==> src/rtl/input_timeout_timer.sv <==
// Reloadable down-counter that flags when the player took too long to press.
module input_timeout_timer #(
  parameter int unsigned TIMEOUT_CYCLES = 100
) (
  input  logic clk,
  input  logic reset,
  input  logic reload_i,
  input  logic enable_i,
  output logic expired_c_o
);

  localparam int unsigned TMR_W  = (TIMEOUT_CYCLES > 1) ? $clog2(TIMEOUT_CYCLES) : 1;
  localparam int unsigned RELOAD = (TIMEOUT_CYCLES == 0) ? 0 : TIMEOUT_CYCLES - 1;

  logic [TMR_W-1:0] count_q;

  // Reload wins over counting; the counter parks at zero.
  always_ff @(posedge clk) begin
    if (!reset) begin
      count_q <= '0;
    end else if (reload_i) begin
      count_q <= TMR_W'(RELOAD);
    end else if (enable_i && (count_q != '0)) begin
      count_q <= count_q - TMR_W'(1);
    end
  end

  // A zero timeout disables expiry altogether.
  assign expired_c_o = (TIMEOUT_CYCLES != 0) && (count_q == '0);

endmodule

==> config.mk <==
export PLATFORM = sky130hd
export DESIGN_NAME = input_timeout_timer
export DESIGN_NICKNAME = d
export VERILOG_FILES = /design/src/rtl/input_timeout_timer.sv
export SDC_FILE = /design/constraint.sdc
export NUM_CORES = 1
export LEC_CHECK = 0
export CORE_AREA = 2 2 39 41
export CTS_CLUSTER_DIAMETER = 60
export DETAILED_ROUTE_END_ITERATION = 10
export DIE_AREA = 0 0 41 43
export GPL_TIMING_DRIVEN = 0
export SETUP_SLACK_MARGIN = 0.02
export SYNTH_ARGS = -nofsm -noshare
export SYNTH_HDL_FRONTEND = slang
export SYNTH_SLANG_ARGS = --single-unit
export TNS_END_PERCENT = 1
==> constraint.sdc <==
create_clock -name clk -period 1.64 [get_ports clk]
set_clock_uncertainty 0.1 [all_clocks]
set_input_delay 0.328 -clock clk [delete_from_list [all_inputs] [get_ports clk]]
set_output_delay 0.328 -clock clk [all_outputs]
set_load 0.02 [all_outputs]
Word level (Yosys, flattened, before mapping)
Index checks and enable logic that the tools add are counted.

Add/sub/neg operators: 1. Mux-type cells: 2. Bitwise operators: 1. Reduce and logical (&&, ||, !) cells: 5.

Operator list (number): $mux W7 (2); $logic_not A7 Y1 (1); $reduce_bool A7 Y1 (1); $sub A7 B1 Y7 const B (1); $reduce_bool A2 Y1 (1); $reduce_or A2 Y1 (1); $logic_and A1 B1 Y1 (1); $not A1 Y1 (1).

Bits in registers: 7. Bits of input ports: 4. Output and inout bits: 1. Word-level logic and storage cells: 11.

Logic depth before layout (Yosys ltp)
Gate-level depths: netlist of run 1.

Depth after elaboration: 4. Gate-level depth with buffers: 6. Mapped depth without buffers: 6.

Worst setup path after synthesis of run 1
No wires, ideal clock.

Path kind: flip-flop to flip-flop. Start: register count_q[5]. End: register count_q[2]. Setup time: 0.116 ns. Data arrival time: 1.446 ns. Data required time: 1.424 ns. Setup slack: -0.022 ns. Stages on the path, launching flop included: 5. Buffers on the path: 0. Period minus slack after synthesis: 1.662 ns. Path through: dfxtp_1 or4_4 nor2_1 or3_2 a21oi_1.

Cells in the longest elaborated chain, start to end: 2.

Ends and longest elaborated chain: from (decl) (RTL line 15) `logic [TMR_W-1:0] count_q;`; from (signal assigned) (RTL line 22) `count_q <= TMR_W'(RELOAD);`; from (signal assigned) (RTL line 24) `count_q <= count_q - TMR_W'(1);`; $reduce_bool A7 Y1 (RTL line 23) `end else if (enable_i && (count_q != '0)) begin`; $logic_and A1 B1 Y1 (RTL line 23).

Every way passes these cells. A chain may end at the register's enable or synchronous reset.

Worst setup path after layout of run 1
Start: register count_q[3]. End: output expired_c_o.

Cells in the longest elaborated chain, start to end: 1.

Ends and longest elaborated chain: $logic_not A7 Y1 (RTL line 29) `assign expired_c_o = (TIMEOUT_CYCLES != 0) && (count_q == '0);`; to (decl) (RTL line 9) `output logic expired_c_o`.

Every way passes these cells.

==> impl_metrics.env, run 1 <==
export IMPL_drc=0
export IMPL_crit_type="reg -> out"
export IMPL_top_register="count_q"
export IMPL_drv_slew=0
export IMPL_grt_setup_unrepaired="true"
export IMPL_end_kind="primary output"
export IMPL_cts_sinks=7
export IMPL_min_period_ns=1.79
export IMPL_maxSlewHeadroom_pct=85.3
export IMPL_ir_drop_mv=0.326
export IMPL_num_fill_cells=149
export IMPL_instances_no_fill=65
export IMPL_largest_reg_flops=7
export IMPL_syn_area_um2=355
export IMPL_fmax_mhz=558
export IMPL_cellPowerDensity_nw_per_um2=945
export IMPL_first_iter_violations=5
export IMPL_cts_made_buffers=3
export IMPL_status="complete, but fails checks"
export IMPL_cts_tree="built"
export IMPL_ys_ff_latch=7
export IMPL_drive_gt1_share_pct=38.8
export IMPL_max_slew_worst_pin_slew_ns=0.220
export IMPL_nets=55
export IMPL_num_antenna_cells=0
export IMPL_worst_ep_required_time_ns=1.21
export IMPL_clkLatencyLatePin_ns=0.24
export IMPL_cp_start_kind="flip-flop"
export IMPL_via_count=295
export IMPL_place_congestion=0.696
export IMPL_track_usage_pct=9.67
export IMPL_top_regs="count_q x7"
export IMPL_p_leak_nw=0.188
export IMPL_cts_max_level=1
export IMPL_first_pass_iters=4
export IMPL_postPlaceCellArea_um2=418
export IMPL_ant_nets=0
export IMPL_dp_final_hpwl_um=449
export IMPL_cts_clk_slew_worst_paths_ns=0.04
export IMPL_worstPathArrival_ns=1.36
export IMPL_setup_violations=6
export IMPL_fin_ws_ns=-0.151
export IMPL_root_buffer="clkbuf_4"
export IMPL_core_area_um2=1380
export IMPL_drv_cap=0
export IMPL_grt_max_degree=6
export IMPL_synthCells=38
export IMPL_netlist_cell_type_count=20
export IMPL_hold_viol_final=0
export IMPL_dieWidth_um=41
export IMPL_ios=5
export IMPL_dp_cells=58
export IMPL_grt_pass1_wl_mm=1.12
export IMPL_crit_fanout=3
export IMPL_die_area_um2=1760
export IMPL_cts_hold_buf=0
export IMPL_syn_num_nets=43
export IMPL_start_util_pct=25.7
export IMPL_grt_pass1_vias=291
export IMPL_row_count=14
export IMPL_die_h_um=43
export IMPL_ys_seq_area_share_pct=39.4
export IMPL_port_buffers=4
export IMPL_final_cell_area_um2=503
export IMPL_overflow=0
export IMPL_cts_buffer_depth=2
export IMPL_vias_per_cell=4.54
export IMPL_fin_crit_sh_pct=109
export IMPL_syn_mean_instance_area_um2=9.35
export IMPL_wl_per_cell_um=10.7
export IMPL_ys_warn_count=0
export IMPL_hold_ws_ns=0.414
export IMPL_wirelength_um=695
export IMPL_violations="negative setup slack"
export IMPL_antenna_found_initial=0
export IMPL_areaGrowthSynthToFinish_pct=41.5
export IMPL_hp_class="reg -> reg"
==> metal layers <==
layer | up-vias | part of all wire, % | track usage, %
met5 | - | 0 | 0
met4 | 0 | 2.4 | 8.00
met3 | 2 | 3.6 | 1.57
met2 | 7 | 46 | 13.1
met1 | 128 | 47 | 12.7
li1 | 158 | - | -
==> where the power goes <==
group	switching [mW]	internal, mW	leakage (nW)
combinational	0.0615	0.0680	0.114
clock	0.0558	0.0923	0.0150
sequential	0.0130	0.185	0.0587
==> cell families (layout without fill, tap and decap cells) <==
family,Yosys count,after routing,synth area share (%)
muxes,1,1,2.82
xor gates and xnor gates,3,3,7.40
AOI/OAI and AO/OA,10,10,24.3
buffers and inverters,2,13,2.11
DFF,7,7,39.4
and+or+nand+nor,14,14,20.4
adders and majority gates,1,1,3.52
==> through the flow <==
| stage | util [%] | power, mW | setup TNS (ns) | setup WS [ns] |
|---|---|---|---|---|
| floorplan | - | 0.269 | 0 | 0.0107 |
| global placement | 30.2 | 0.298 | -0.658 | -0.433 |
| detailed placement | 30.2 | 0.296 | -0.663 | -0.437 |
| CTS | 34.4 | 0.469 | -0.462 | -0.145 |
| global route | 36.3 | 0.512 | -0.880 | -0.208 |
| finish | 36.3 | 0.475 | -0.508 | -0.151 |
==> area by class of cell <==
class	count	area [um2]	area share (%)
Clock buffer	4	26.3	5.22
Inverter	2	7.51	1.49
Multi-Input combinational cell	29	238	47.3
Sequential cell	7	144	28.6
Tap cell	16	20.0	3.98
Timing Repair Buffer	7	67.6	13.4
==> cell usage in the layout, fill, tap and decap left out <==
master / count
xor2_1: 2
nor2_4: 1
dfxtp_1: 4
clkdlybuf4s50_1: 3
mux2i_1: 1
o211ai_1: 1
ha_2: 1
dfxtp_2: 3
clkbuf_4: 3
buf_6: 2
inv_1: 2
o21ai_4: 1
or4_4: 1
nor2_1: 4
o31a_1: 1
nand2b_4: 1
o21a_1: 4
nand2_1: 3
or3_2: 1
xnor2_1: 1
o2111ai_2: 1
o31a_2: 1
clkbuf_1: 1
nor4_2: 1
buf_4: 2
nand2b_1: 1
nor3_1: 1
a21oi_1: 1
==> timing repair <==
item	in CTS	in global routing
setup endpoints to repair	4	8
gates cloned	0	0
setup buffers	2	1
pin swaps	5	6
resized for setup	10	5
==> Yosys cell counts <==
| cell type | instances | area share, % |
|---|---|---|
| o31a_2 | 1 | 2.8 |
| ha_1 | 1 | 3.5 |
| o21ai_4 | 1 | 4.6 |
| o211ai_1 | 1 | 2.1 |
| a21oi_1 | 1 | 1.4 |
| nor2_1 | 5 | 5.3 |
| xnor2_1 | 1 | 2.5 |
| xor2_1 | 2 | 4.9 |
| nand2b_1 | 2 | 3.5 |
| nor4_1 | 1 | 1.8 |
| nor3_1 | 1 | 1.4 |
| mux2i_1 | 1 | 2.8 |
| or3_2 | 1 | 2.1 |
| o2111ai_1 | 1 | 2.5 |
| dfxtp_1 | 7 | 39 |
| nand2_1 | 3 | 3.2 |
| or4_4 | 1 | 3.2 |
| inv_1 | 2 | 2.1 |
| o31a_1 | 1 | 2.5 |
| o21a_1 | 4 | 8.5 |
==> final timing paths <==
path                                 start           to  slack (ns)  cells past startpoint
worst min register to register  count_q[2]   count_q[2]        0.41                      2
worst min-delay path            count_q[2]   count_q[2]        0.41                      2
worst max-delay path            count_q[3]  expired_c_o       -0.15                      3
worst max register to register  count_q[3]   count_q[5]       -0.13                      5
==> worst max-delay path, stage by stage (launching register included) <==
cell     delay, ns
dfxtp_2       0.32
or4_4         0.56
nor2_4        0.11
buf_6         0.12
(Power assumes the default switching activity.)
==> run 2, diff against run 1 <==
--- a/config.mk
+++ b/config.mk
@@ -10,7 +10,7 @@
 export DETAILED_ROUTE_END_ITERATION = 10
 export DIE_AREA = 0 0 41 43
 export GPL_TIMING_DRIVEN = 0
-export SETUP_SLACK_MARGIN = 0.02
+export SETUP_SLACK_MARGIN = 0.3
 export SYNTH_ARGS = -nofsm -noshare
 export SYNTH_HDL_FRONTEND = slang
 export SYNTH_SLANG_ARGS = --single-unit
==> run 2 against run 1 <==
Compared with the run above: the flow still finishes with violations (negative setup slack); die area did not move; non-clock buffer count decreased by 1; final cell count is 1.5% lower; register-to-register slack improved by 0.03 ns; clock power is 9% higher; core utilization is 1.1 points lower; count of clock-buffer cells in the layout stayed put; combinational power fell by 8%.
==> impl_metrics.env, run 2 (same netlist as run 1, synthesis figures left out) <==
export IMPL_status="complete, but fails checks"
export IMPL_violations="negative setup slack"
export IMPL_largest_reg_flops=7
export IMPL_p_leak_nw=0.183
export IMPL_p_total_mw=0.476
export IMPL_top_regs="count_q x7"
export IMPL_max_slew_worst_pin_slew_ns=0.216
export IMPL_crit_type="reg -> out"
export IMPL_nets=54
export IMPL_fin_setup_tns_ns=-0.390
export IMPL_row_count=14
export IMPL_setup_violations=6
export IMPL_cts_tree="built"
export IMPL_areaGrowthSynthToFinish_pct=37.3
export IMPL_grt_pass1_wl_mm=1.13
export IMPL_wl_per_cell_um=10.6
export IMPL_die_area_um2=1760
export IMPL_via_count=314
export IMPL_first_iter_violations=6
export IMPL_hold_viol_final=0
export IMPL_cts_hold_buf=0
export IMPL_cp_start_kind="flip-flop"
export IMPL_grt_pass1_vias=272
export IMPL_overflow=0
export IMPL_fin_crit_sh_pct=108
export IMPL_swShare_pct=28.8
export IMPL_fmax_mhz=562
export IMPL_hold_ws_ns=0.416
export IMPL_seq_power_share_pct=41.0
export IMPL_ir_drop_mv=0.567
export IMPL_maxSlewHeadroom_pct=85.5
export IMPL_wirelength_um=677
export IMPL_clkLatencyLatePin_ns=0.25
export IMPL_track_usage_pct=10.5
export IMPL_start_util_pct=25.7
export IMPL_drive_gt1_share_pct=35.4
export IMPL_end_kind="primary output"
export IMPL_drv_slew=0
export IMPL_place_congestion=0.733
export IMPL_cts_made_buffers=3
export IMPL_die_h_um=43
export IMPL_num_antenna_cells=0
export IMPL_grt_setup_unrepaired="true"
export IMPL_root_buffer="clkbuf_4"
export IMPL_dp_worst_setup_slack_ns=-0.431
export IMPL_num_fill_cells=149
export IMPL_port_buffers=4
export IMPL_power_frac_clock_pct=33.8
export IMPL_fin_ws_ns=-0.139
export IMPL_top_register="count_q"
export IMPL_cts_clk_slew_worst_paths_ns=0.06
export IMPL_dieWidth_um=41
export IMPL_first_pass_iters=4
export IMPL_worstHoldPathCells=2
export IMPL_ios=5
export IMPL_antenna_found_initial=0
export IMPL_vias_per_cell=4.91
export IMPL_cts_buffer_depth=2
export IMPL_r2r_cells=5
export IMPL_worst_ep_required_time_ns=1.21
export IMPL_drc=0
export IMPL_drv_cap=0
export IMPL_grt_max_degree=6
export IMPL_cellPowerDensity_nw_per_um2=975
export IMPL_cts_max_level=1
export IMPL_combPwrFrac_pct=25.2
export IMPL_worstPathArrival_ns=1.35
export IMPL_crit_fanout=2
export IMPL_cts_sinks=7
export IMPL_switchingPower_mw=0.137
export IMPL_p_int_mw=0.339
export IMPL_ant_nets=0
export IMPL_hp_class="reg -> reg"
export IMPL_core_area_um2=1380
export IMPL_layout_common_cells="nor2_1 (4), o21a_1 (4), dfxtp_1 (4)"
export IMPL_min_period_ns=1.78
## run 2: changes by cell type in the layout (fill, tap and decap cells not counted), sizes merged
cell / change
buf: -1
## run 2: path summary, 6_finish.rpt
kind,from,to,slack (ns)
max,count_q[2],expired_c_o,-0.14
min,count_q[4],count_q[4],0.42
max reg2reg,count_q[2],count_q[5],-0.10
min reg2reg,count_q[4],count_q[4],0.42
## run 2: layout make-up
| cell class | instances | area (um2) | share of cell area [%] |
|---|---|---|---|
| Sequential cell | 7 | 146 | 30.0 |
| Multi-Input combinational cell | 29 | 231 | 47.4 |
| Clock buffer | 4 | 26.3 | 5.38 |
| Timing Repair Buffer | 6 | 56.3 | 11.5 |
| Inverter | 2 | 7.51 | 1.54 |
| Tap cell | 16 | 20.0 | 4.10 |
## run 2: per-layer routing
layer | track usage (%) | routed length (um)
met4 | 6.00 | 0
met2 | 11.3 | 284
met5 | 0 | 0
met3 | 9.42 | 46
met1 | 13.2 | 346
## run 2: critical path, stage by stage, from the launching register on
cell	delay (ns)
dfxtp_2	0.32
or4_4	0.55
nor2_4	0.11
buf_6	0.12
## run 2: repair_timing
item	4_1_cts	5_1_grt
setup buffers	2	0
cloned	0	0
gates resized for setup	10	0
pin swaps	5	1
endpoints found under the setup margin	8	8
endpoints found under the hold margin	0	0
## run 2: per-stage QoR
stage / cell area [um2] / instances / utilization (%)
after CTS: 488 / 64 / 35.3
after global routing: 488 / 64 / 35.3
after floorplan: 370 / 38 / -
after detailed placement: 430 / 58 / 31.1
after global placement: 430 / 58 / 31.1
final: 488 / 64 / 35.3
## run 2: power groups by stage
stage          Combinational, mW  Sequential (mW)  Clock, mW
6_report                   0.120            0.195      0.161
5_1_grt                    0.131            0.196      0.181
4_1_cts                    0.120            0.195      0.166
3_5_place_dp               0.104            0.199          0
3_3_place_gp               0.103            0.199          0
2_1_floorplan             0.0795            0.196          0
